--- config.mk ---
export PLATFORM = sky130hd
export DESIGN_NAME = spi_burst_ram
export DESIGN_NICKNAME = d
export VERILOG_FILES = /design/src/rtl/spi_burst_ram.sv
export SDC_FILE = /design/constraint.sdc
export NUM_CORES = 2
export LEC_CHECK = 0
export ABC_AREA = 1
export CAP_MARGIN = 5
export CORE_ASPECT_RATIO = 0.9
export CORE_MARGIN = 5
export CORE_UTILIZATION = 35
export DETAILED_ROUTE_END_ITERATION = 7
export GPL_ROUTABILITY_DRIVEN = 0
export PLACE_DENSITY_LB_ADDON = 0.25
export RECOVER_POWER = 100
export SYNTH_ARGS = -nofsm -noshare
export SYNTH_HDL_FRONTEND = slang
export SYNTH_SLANG_ARGS = --single-unit
--- constraint.sdc ---
create_clock -name clk -period 2.7 [get_ports clk]
set_input_delay 0.54 -clock clk [delete_from_list [all_inputs] [get_ports clk]]
set_output_delay 0.54 -clock clk [all_outputs]
set_load 0.01 [all_outputs]
--- src/rtl/spi_burst_ram.sv ---
// SPI-side RAM endpoint: decodes 2-bit-tagged command words into address loads,
// writes and reads, with burst post-increment pointers and an error strobe.
module spi_burst_ram #(
    parameter int unsigned MEM_DEPTH = 256,
    parameter int unsigned ADDR_SIZE = 8,
    parameter int unsigned WORD_SIZE = 8,
    parameter bit          AUTO_INC  = 1'b1
) (
    input  logic                 clk,
    input  logic                 rst_n,
    input  logic [WORD_SIZE+1:0] din,
    input  logic                 rx_valid,
    output logic [WORD_SIZE-1:0] dout,
    output logic                 tx_valid,
    output logic                 err
);

    typedef enum logic [1:0] {
        OP_WR_ADDR = 2'b00,
        OP_WR_DATA = 2'b01,
        OP_RD_ADDR = 2'b10,
        OP_RD_DATA = 2'b11
    } opcode_t;

    localparam logic [ADDR_SIZE-1:0] LAST_ADDR = ADDR_SIZE'(MEM_DEPTH - 1);

    logic [WORD_SIZE-1:0] mem [MEM_DEPTH];

    logic [ADDR_SIZE-1:0] wr_ptr;
    logic [ADDR_SIZE-1:0] rd_ptr;
    logic                 rd_loaded;

    opcode_t              opcode;
    logic [WORD_SIZE-1:0] payload;
    logic [ADDR_SIZE-1:0] addr_payload;
    logic                 wr_in_range;
    logic                 rd_in_range;
    logic [ADDR_SIZE-1:0] wr_ptr_inc;
    logic [ADDR_SIZE-1:0] rd_ptr_inc;
    logic                 do_write;

    assign opcode       = opcode_t'(din[WORD_SIZE+1:WORD_SIZE]);
    assign payload      = din[WORD_SIZE-1:0];
    assign addr_payload = din[ADDR_SIZE-1:0];

    // A full power-of-two memory has no out-of-range addresses at all.
    generate
        if (MEM_DEPTH == (2 ** ADDR_SIZE)) begin : g_full_range
            assign wr_in_range = 1'b1;
            assign rd_in_range = 1'b1;
        end else begin : g_partial_range
            assign wr_in_range = (wr_ptr <= LAST_ADDR);
            assign rd_in_range = (rd_ptr <= LAST_ADDR);
        end
    endgenerate

    assign wr_ptr_inc = (wr_ptr == LAST_ADDR) ? '0 : wr_ptr + ADDR_SIZE'(1);
    assign rd_ptr_inc = (rd_ptr == LAST_ADDR) ? '0 : rd_ptr + ADDR_SIZE'(1);

    assign do_write = rx_valid && (opcode == OP_WR_DATA) && wr_in_range;

    // Storage is deliberately left out of reset so it can map onto block RAM.
    always_ff @(posedge clk) begin
        if (do_write) begin
            mem[wr_ptr] <= payload;
        end
    end

    always_ff @(posedge clk or negedge rst_n) begin
        if (!rst_n) begin
            dout      <= '0;
            tx_valid  <= 1'b0;
            err       <= 1'b0;
            wr_ptr    <= '0;
            rd_ptr    <= '0;
            rd_loaded <= 1'b0;
        end else begin
            tx_valid <= 1'b0;
            err      <= 1'b0;
            if (rx_valid) begin
                case (opcode)
                    OP_WR_ADDR: wr_ptr <= addr_payload;
                    OP_WR_DATA: begin
                        if (wr_in_range) begin
                            if (AUTO_INC) begin
                                wr_ptr <= wr_ptr_inc;
                            end
                        end else begin
                            err <= 1'b1;
                        end
                    end
                    OP_RD_ADDR: begin
                        rd_ptr    <= addr_payload;
                        rd_loaded <= 1'b1;
                    end
                    OP_RD_DATA: begin
                        if (rd_loaded && rd_in_range) begin
                            dout     <= mem[rd_ptr];
                            tx_valid <= 1'b1;
                            if (AUTO_INC) begin
                                rd_ptr <= rd_ptr_inc;
                            end
                        end else begin
                            err <= 1'b1;
                        end
                    end
                    default: err <= 1'b0;
                endcase
            end
        end
    end

endmodule
==> flow_summary.toml <==
[run_status]
outcome = "finished, violations left"
violations = "max-capacitance violations, max-slew violations, negative setup slack"

[timing]
finalSetupViolations = 21
tightestPinTransition_ns = 2.94
relSlewSlack_pct = -95.9
skew_ns = 0.0569
rsz0062_at_grt = "yes"
slew_viol_final = 309
fin_crit_sh_pct = 101
period_needed_ns = 2.73
fmaxAchievable_mhz = 366
setup_slack_ns = -0.0329
hold_viol = 0

[yosys]
synth_top_cell_by_area = "edfxtp_1"
synth.distinct_cells = 38
ys_top_cells_by_area = "edfxtp_1 (69%), nand2_1 (11%), nand3_1 (4.2%)"
ys_seq_area_share_pct = 69.4
ys_seq_elements = 2075
synth_fp_nets = 8082
synth_top_area_share_pct = 68.7
avgSynthCellArea_um2 = 11.1
synthesis.area_um2 = 89600
ys_warn_count = 0
synthCells = 8064

[worst_setup_path]
path_buf_inv = 2
cp.required_ns = 3.36
r2r_slack_ns = 0
rr_endpoint = "mem[213][6]"
reg2reg_depth = 7
crit_family = "buffers and inverters"
arrival_ns = 3.39
worst_setup_path_start_kind = "input pin"
path_class = "input pin to flop"
crit_chain = "clkdlybuf4s25_1 -> clkbuf_2"
crit_path_top_delay_cell = "clkdlybuf4s25_1"
cpPeakStageDelay_ns = 2.11
path_max_fanout = 33
crit_path_end_kind = "flop"
r2r-start = "wr_ptr[3]"

[floorplan]
die_area_um2 = 266000
die_h_um = 490
core_um2 = 255000
dieWidth_um = 543
rows = 176
initial_utilization_pct = 35.1
pin_count = 23

[layout]
final_area_um2 = 104000
area_growth_pct = 16.0
drive_gt1_share_pct = 13.8
nFillCells = 24255
fin_nets = 8510
finalNonFillerCells = 12043

[detailed_routing]
dr.first_iter.drc_count = 6503
vias = 60222
totalWireLength_um = 262000
viasPerCell = 5.00
wl_per_cell_um = 21.8
remaining_drc_errors = 0
postRouteAntennaNets = 0
first_pass_iters = 6

[pwr]
p_int_w = 0.0554
power_switching_w = 0.0216
pwr-share-seq_pct = 46.3
p_leak_nw = 39.9
power.share.clock_pct = 36.5
p_total_w = 0.0770
ir_drop_v = 0.000491
switching_share_pct = 28.0
combPwrFrac_pct = 17.2
pwr_density_cell_nw_per_um2 = 741

[place]
dpl.hpwl_um = 166000
io_buffers = 22
placed_cell_area_um2 = 97700
dp_cells = 11623

[clock_tree]
cts_root_buffer = "clkbuf_16"
cts_buffer_depth = 4
clk_pin_slew_ns = 0.06
cts.sink_count = 2075
cts_buffers = 211
cts_tree = "yes"
clk_latency_ns = 0.89
htreeDepth = 4

[global_route]
grt_use_total_pct = 19.0
grt_pass1_vias = 59250
overflow = 0
grt_antenna_before_repair = 5
grt_max_degree = 98
grt_pass1_wl_um = 382000

[flow_run]
cap_violations = 11

[worst_hold_path]
hold_path_class = "input pin to async pin"
-- cell families after synthesis --
kind of cell	count (synthesis)	share of synthesized area, %
buffers and inverters	1202	6.07
adders and majority gates	5	0.0698
xor gates and xnor gates	2	0.0196
DFF	2075	69.4
AOI/OAI and AO/OA	566	4.03
and+or+nand+nor	4214	20.4
-- worst max-delay path by stage --
stage / cells past startpoint / start / slack (ns) / endpoint
floorplan: 9 / rx_valid / 0.05 / mem[174][0]
global placement: 12 / rx_valid / -0.76 / mem[172][4]
detailed placement: 12 / rx_valid / -0.73 / mem[163][1]
CTS: 14 / rd_ptr[0] / -0.002 / dout[0]
global route: 16 / rd_ptr[0] / -0.02 / dout[0]
finish: 2 / din[1] / -0.03 / mem[249][1]
-- metal layers --
metal,vias to the layer above,track usage [%],wire length [um]
met1,29666,26.7,115000
met5,-,0,0
li1,28143,-,-
met3,391,3.11,18900
met4,0,5.76,8810
met2,2022,30.4,120000
-- placed cells by master (no fill, tap or decap), drive strengths merged, types with 13 or more instances in the layout --
cell type / netlist / final
nor3: 355 / 355
or2: 120 / 120
inv: 707 / 712
o21ai: 201 / 201
dfrtp: 27 / 27
nor2: 455 / 455
clkbuf: 186 / 633
a21oi: 186 / 186
clkinv: 6 / 90
edfxtp: 2048 / 2048
nand2: 2529 / 2529
o211ai: 160 / 160
bufinv: 0 / 13
nand3: 744 / 744
buf: 303 / 320
-- power groups by stage --
stage / registers (W) / logic [W] / clock network (W)
2_1_floorplan: 0.0362 / 0.00747 / 0
3_3_place_gp: 0.0364 / 0.0125 / 0
3_5_place_dp: 0.0364 / 0.0126 / 0
4_1_cts: 0.0357 / 0.0128 / 0.0287
5_1_grt: 0.0357 / 0.0143 / 0.0300
6_report: 0.0357 / 0.0132 / 0.0281
-- synthesized netlist by cell type --
| cell | count |
|---|---|
| a21oi_1 | 186 |
| a22oi_1 | 11 |
| a311oi_1 | 1 |
| a31oi_1 | 2 |
| a32o_1 | 1 |
| buf_1 | 25 |
| buf_12 | 1 |
| buf_2 | 172 |
| buf_4 | 34 |
| buf_6 | 62 |
| buf_8 | 9 |
| clkbuf_1 | 186 |
| clkinv_1 | 5 |
| clkinv_2 | 1 |
| dfrtp_1 | 27 |
| edfxtp_1 | 2048 |
| ha_1 | 5 |
| inv_1 | 705 |
| inv_2 | 2 |
| nand2_1 | 2528 |
| nand2_4 | 1 |
| nand3_1 | 744 |
| nand3b_1 | 2 |
| nand4_1 | 9 |
| nor2_1 | 454 |
| nor2_2 | 1 |
| nor3_1 | 207 |
| nor3_2 | 148 |
| o211ai_1 | 95 |
| o211ai_2 | 65 |
| o21a_1 | 1 |
| o21ai_0 | 195 |
| o21ai_1 | 6 |
| o22ai_1 | 2 |
| o32ai_1 | 1 |
| or2_1 | 111 |
| or2_2 | 9 |
| xor2_1 | 2 |
-- per-stage QoR --
stage	worst slack [ns]	TNS [ns]	util [%]	hold WS [ns]
2_1_floorplan	0.0511	0	-	0.244
3_3_place_gp	-0.756	-1153.71	38.3	0.424
3_5_place_dp	-0.730	-1049.67	38.3	0.443
4_1_cts	-0.00208	-0.00208	41.0	0.00827
5_1_grt	-0.0246	-0.429	40.7	0.181
6_report	-0.0329	-0.446	40.7	0.187
-- final cells by class --
type / count / area (um2) / share of cell area, %
Antenna cell: 1 / 2.50 / 0.00241
Clock inverter: 114 / 956 / 0.920
Sequential cell: 2075 / 62200 / 59.9
Tap cell: 3382 / 4230 / 4.07
Timing Repair Buffer: 704 / 5890 / 5.67
Multi-Input combinational cell: 4787 / 22400 / 21.5
Inverter: 713 / 2730 / 2.63
Clock buffer: 267 / 5540 / 5.33
-- flip-flops by register name, summed over array words and instances (netlist names) --
| register | cells |
|---|---|
| rd_ptr | 8 |
| mem | 2048 |
| wr_ptr | 8 |
| tx_valid | 1 |
| err | 1 |
| rd_loaded | 1 |
| dout | 8 |
-- worst register-to-register path, cell delays in order (launching register included) --
cell and delay [ns]:
dfrtp_1 0.54, inv_1 0.22, nand2_1 0.20, nor2_1 0.28, nand2_1 0.17, clkbuf_2 0.51
nor2_1 0.26, buf_4 0.21
-- timing repair --
| action | 4_1_cts | 5_1_grt |
|---|---|---|
| pin swaps | 0 | 3 |
| gates resized for setup | 45 | 64 |
| setup endpoints to repair | 8 | 8 |
| endpoints found under the hold margin | 10 | 0 |
| setup buffers | 9 | 15 |
| gates cloned | 2 | 11 |
| hold buffers | 1 | 0 |
(Power assumes the default switching activity.)
